File: config.mk
export PLATFORM = sky130hd
export DESIGN_NAME = hazard_ctrl
export DESIGN_NICKNAME = d
export VERILOG_FILES = /design/src/rtl/pipe_pkg.sv /design/src/rtl/sat_counter.sv /design/src/rtl/hazard_ctrl.sv
export SDC_FILE = /design/constraint.sdc
export NUM_CORES = 1
export LEC_CHECK = 0
export BUFFER_PORTS_ARGS = -buffer_cell sky130_fd_sc_hd__buf_2
export CAP_MARGIN = 10
export CORE_MARGIN = 1.5
export CORE_UTILIZATION = 40
export CTS_BUF_LIST = sky130_fd_sc_hd__clkbuf_8 sky130_fd_sc_hd__clkbuf_16
export DETAILED_ROUTE_END_ITERATION = 8
export GPL_TIMING_DRIVEN = 1
export SYNTH_ARGS = -nofsm -noshare
export SYNTH_HDL_FRONTEND = slang
export SYNTH_SLANG_ARGS = --single-unit
File: constraint.sdc
create_clock -name clk -period 2.59 [get_ports clk]
set_input_delay 0.3885 -clock clk [delete_from_list [all_inputs] [get_ports clk]]
set_output_delay 0.3885 -clock clk [all_outputs]
set_load 0.1 [all_outputs]
File: src/rtl/pipe_pkg.sv
// Shared pipeline definitions: hazard-sequencer state encoding and register-file constants.
package pipe_pkg;

  localparam int REG_W    = 5;
  localparam int ZERO_REG = 31;
  localparam int CNT_W    = 32;

  typedef enum logic [1:0] {
    RUN     = 2'd0,
    LDSTALL = 2'd1,
    REDIR   = 2'd2
  } state_t;

endpackage

File: src/rtl/sat_counter.sv
// Up-counter with synchronous clear that sticks at all-ones instead of wrapping.
module sat_counter #(
  parameter int CNT_W = 32
) (
  input  logic             clk,
  input  logic             clr,
  input  logic             en,
  output logic [CNT_W-1:0] q
);

  always_ff @(posedge clk) begin
    if (clr) begin
      q <= '0;
    end else if (en && (q != {CNT_W{1'b1}})) begin
      q <= q + 1'b1;
    end
  end

endmodule

File: src/rtl/hazard_ctrl.sv
// Stall/flush sequencer beside the IF/ID and ID/EX registers: load-use and flag-use
// stalls, EX-resolved branch redirects, and saturating stall/flush counters.
module hazard_ctrl #(
  parameter int REG_W    = pipe_pkg::REG_W,
  parameter int ZERO_REG = pipe_pkg::ZERO_REG,
  parameter int CNT_W    = pipe_pkg::CNT_W
) (
  input  logic             clk,
  input  logic             reset,
  input  logic [REG_W-1:0] Rn_id,
  input  logic [REG_W-1:0] Ab_id,
  input  logic             useb_id,
  input  logic             bcond_id,
  input  logic [REG_W-1:0] Rd_ex,
  input  logic             RegWrite_ex,
  input  logic             MemtoReg_ex,
  input  logic             update_ex,
  input  logic             br_taken_ex,
  input  logic             mem_busy,
  output logic             pc_en,
  output logic             ifid_en,
  output logic             ifid_flush,
  output logic             idex_bubble,
  output logic [CNT_W-1:0] stall_cnt,
  output logic [CNT_W-1:0] flush_cnt,
  output logic [1:0]       state_dbg
);
  import pipe_pkg::*;

  localparam logic [REG_W-1:0] ZERO_IDX = REG_W'(ZERO_REG);

  state_t state;
  state_t state_nxt;
  logic   load_use;
  logic   flag_use;
  logic   hazard;
  logic   stall_inc;
  logic   flush_inc;

  // Handshake-free block: every output is a level valid for the current cycle only,
  // consumed by the pipeline registers at the next posedge.
  assign load_use = MemtoReg_ex && RegWrite_ex && (Rd_ex != ZERO_IDX) &&
                    ((Rd_ex == Rn_id) || (useb_id && (Rd_ex == Ab_id)));
  assign flag_use = bcond_id && update_ex;
  assign hazard   = load_use || flag_use;

  always_ff @(posedge clk) begin
    if (reset) begin
      state <= RUN;
    end else begin
      state <= state_nxt;
    end
  end

  always_comb begin
    state_nxt = state;
    if (!mem_busy) begin
      case (state)
        RUN, REDIR: begin
          if (br_taken_ex)  state_nxt = REDIR;
          else if (hazard)  state_nxt = LDSTALL;
          else              state_nxt = RUN;
        end
        // The bubble already separates producer and consumer; forwarding covers it now.
        LDSTALL: state_nxt = br_taken_ex ? REDIR : RUN;
        default: state_nxt = RUN;
      endcase
    end
  end

  always_comb begin
    pc_en       = 1'b1;
    ifid_en     = 1'b1;
    ifid_flush  = 1'b0;
    idex_bubble = 1'b0;
    stall_inc   = 1'b0;
    flush_inc   = 1'b0;
    if (reset) begin
      pc_en       = 1'b0;
      ifid_en     = 1'b0;
      ifid_flush  = 1'b1;
      idex_bubble = 1'b1;
    end else if (mem_busy) begin
      pc_en       = 1'b0;
      ifid_en     = 1'b0;
    end else if (br_taken_ex) begin
      ifid_flush  = 1'b1;
      idex_bubble = 1'b1;
      flush_inc   = 1'b1;
    end else if (hazard && (state != LDSTALL)) begin
      pc_en       = 1'b0;
      ifid_en     = 1'b0;
      idex_bubble = 1'b1;
      stall_inc   = 1'b1;
    end
  end

  assign state_dbg = state;

  sat_counter #(.CNT_W(CNT_W)) u_stall_cnt (
    .clk (clk),
    .clr (reset),
    .en  (stall_inc),
    .q   (stall_cnt)
  );

  sat_counter #(.CNT_W(CNT_W)) u_flush_cnt (
    .clk (clk),
    .clr (reset),
    .en  (flush_inc),
    .q   (flush_cnt)
  );

endmodule

==> impl_metrics.tcl <==
set metrics [dict create \
    io_pins 94 \
    grt_max_degree 59 \
    finalHoldViolations 0 \
    ys_seq_area_frac 0.366 \
    hpwlAfterDp_um 6620 \
    synth_area_leader_cell "dfxtp_1" \
    dp_slack_ps 134 \
    hold_start "mem_busy" \
    clockBufferDepth 2 \
    hold_path_class "input pin to flip-flop" \
    dieWidth_um 97.9 \
    tightest_slew_ps 533 \
    ir_drop_uv 211 \
    yosysUniqueCellTypes 49 \
    row_count 34 \
    instances_no_fill 649 \
    fin_ws_ps 126 \
    worstSetupPathType "input pin to primary output" \
    crit_path_end_kind "primary output" \
    die_h_um 97.9 \
    vias_per_cell 5.53 \
    htree_num_levels 3 \
    postSynth.asyncResetShare 0 \
    clk_pin_slew_ps 70 \
    num_vias 3587 \
    fin_worst_skew_ps 10.7 \
    final_common_cell "buf_2" \
    syn-num-nets 468 \
    tns_ps 0 \
    fillers 866 \
    cts_resized 0 \
    antenna_found_initial 0 \
    grt-ovfl-total 0 \
    syn_area_um2 3610 \
    synth-xor-area-share 0.0972 \
    status "completed" \
    drt_iter0_markers 125 \
    ctsHoldBuffers 0 \
    synthTopCellsByArea "dfxtp_1 (37%), xor2_1 (6.6%), nor2_1 (5.5%), nand3_1 (4.6%), nand4_1 (4.5%)" \
    synth-main-ff-cell "dfxtp_1" \
    grt_pass1_wl_um 15600 \
    insertion_delay_ps 340 \
    synthAdderAreaFrac 0.00694 \
    rsz0062_at_grt "no" \
    syn_inst 442 \
    drv_cap 0 \
    cts_buffers 9 \
    r2r_start "u_stall_cnt.q[9]" \
    dpl.cell_count 633 \
    period_share 0.951 \
    hold_slack_ps 461 \
    synth.area.mux_share 0.0187 \
    wire_per_inst_um 14.4 \
    diodes 0 \
    regArea_um2 1380 \
    multi_input_comb_area_um2 2180 \
    synth_top_family_by_area "simple AND/OR/NAND/NOR gates" \
    cts.sinks 66 \
    synth_compound_area_frac 0.128 \
    grt_pass1_vias 3380 \
    drcViolationCount 0 \
    post-cts-setup-buffers 0 \
    setup_viol 0 \
    slew_headroom 0.645 \
    layout-drive-gt1-share 0.327 \
    crit_path_max_fanout 3 \
    dieArea_um2 9590 \
    leakage_nw 1.77 \
    fmax_mhz 406 \
    grt_usage 0.199 \
    totalPowerFinal_mw 2.06 \
    synth_top_area_share 0.366 \
    firstDrtPassIters 4 \
    synth_edf_count 0 \
    cts-root-buf "clkbuf_8" \
    synth_warnings 0 \
    ant_nets 0 \
    route.final.wire_length_um 9320 \
    drv_slew 0 \
    crit_path_start "Rd_ex[4]" \
    worstPathRequired_ps 2200 \
    arrival_ps 2080 \
    io_buffers 93 \
    p_per_area_nw_per_um2 457 \
    gp_congestion 0.842 \
    period_needed_ps 2460 \
    start_util 0.413 \
    area.growth.synth_to_final_pct 25.0 \
    crit_path_start_kind "input pin" \
    ys_ff_latch 66 \
    synth-simple-area-share 0.349 \
    syn_area_per_cell_um2 8.16 \
    cts_tree "built" \
    coreArea_um2 8720 \
    mostFrequentLayoutCells "buf_2 (91), nor2_1 (53), dfxtp_2 (46)" \
    nets 562 \
]
-- worst max-delay path: stages --
cell,delay (ps)
buf_2,120
xor2_1,150
nor4_1,280
nand3_1,120
a21oi_1,200
nor2_1,110
o311a_2,400
buf_2,300
-- layer usage --
layer | up-vias | track usage | share of wire
met1 | 1664 | 0.230 | 0.44
met2 | 88 | 0.347 | 0.49
met4 | 0 | 0.0549 | 0.0059
met3 | 6 | 0.0687 | 0.064
met5 | - | 0 | 0
li1 | 1829 | - | -
-- where the power goes --
part,leakage (nW),internal (mW),switching [mW]
logic,1.11,0.0619,0.137
registers,0.555,1.02,0.00381
clock network,0.100,0.434,0.404
-- path summary, 6_finish.rpt --
path	end	slack, ps	cells after the start
max	ifid_en	130	8
min	state_dbg[0]	460	4
max reg2reg	u_stall_cnt.q[24]	300	6
min reg2reg	state_dbg[1]	480	2
-- flip-flops by register name, summed over array words and instances, names as in the netlist --
register       flops
state_dbg          2
u_flush_cnt.q     32
u_stall_cnt.q     32
-- logic make-up (layout without fill, tap and decap cells) --
logic type,Yosys count,in the layout
AOI/OAI and AO/OA,67,67
xor gates and xnor gates,40,40
adders and majority gates,2,2
buffers and inverters,29,128
DFF,66,66
muxes,6,6
and+or+nand+nor,232,232
-- synthesized netlist by cell type, drive strengths merged (2+ instances only) --
cell / instances
nand4: 26
inv: 5
nand3: 33
or2: 5
nor2: 53
o21ai: 9
dfxtp: 66
a21oi: 22
or4: 15
xor2: 27
nor3: 8
mux2: 6
o31a: 4
o21a: 3
o31ai: 11
o211ai: 3
nor4: 13
xnor2: 13
o311ai: 5
clkbuf: 14
nand2: 30
nor2b: 9
and3: 10
ha: 2
or3: 9
buf: 9
and2: 5
and4: 6
o41ai: 6
nor3b: 2
-- area by class of cell --
class	instances	area share
Tap cell	108	0.0300
Timing Repair Buffer	106	0.134
Clock buffer	9	0.0275
Clock inverter	7	0.0136
Inverter	6	0.00500
Sequential cell	66	0.306
Multi-Input combinational cell	347	0.484
-- metrics by stage --
| stage | instance area (um2) | util |
|---|---|---|
| 4_1_cts | 4510 | 0.517 |
| 5_1_grt | 4510 | 0.517 |
| 2_1_floorplan | 3680 | - |
| 3_5_place_dp | 4320 | 0.496 |
| 6_report | 4510 | 0.517 |
| 3_3_place_gp | 4320 | 0.496 |
Note: power is estimated with default switching activity, not from simulation.
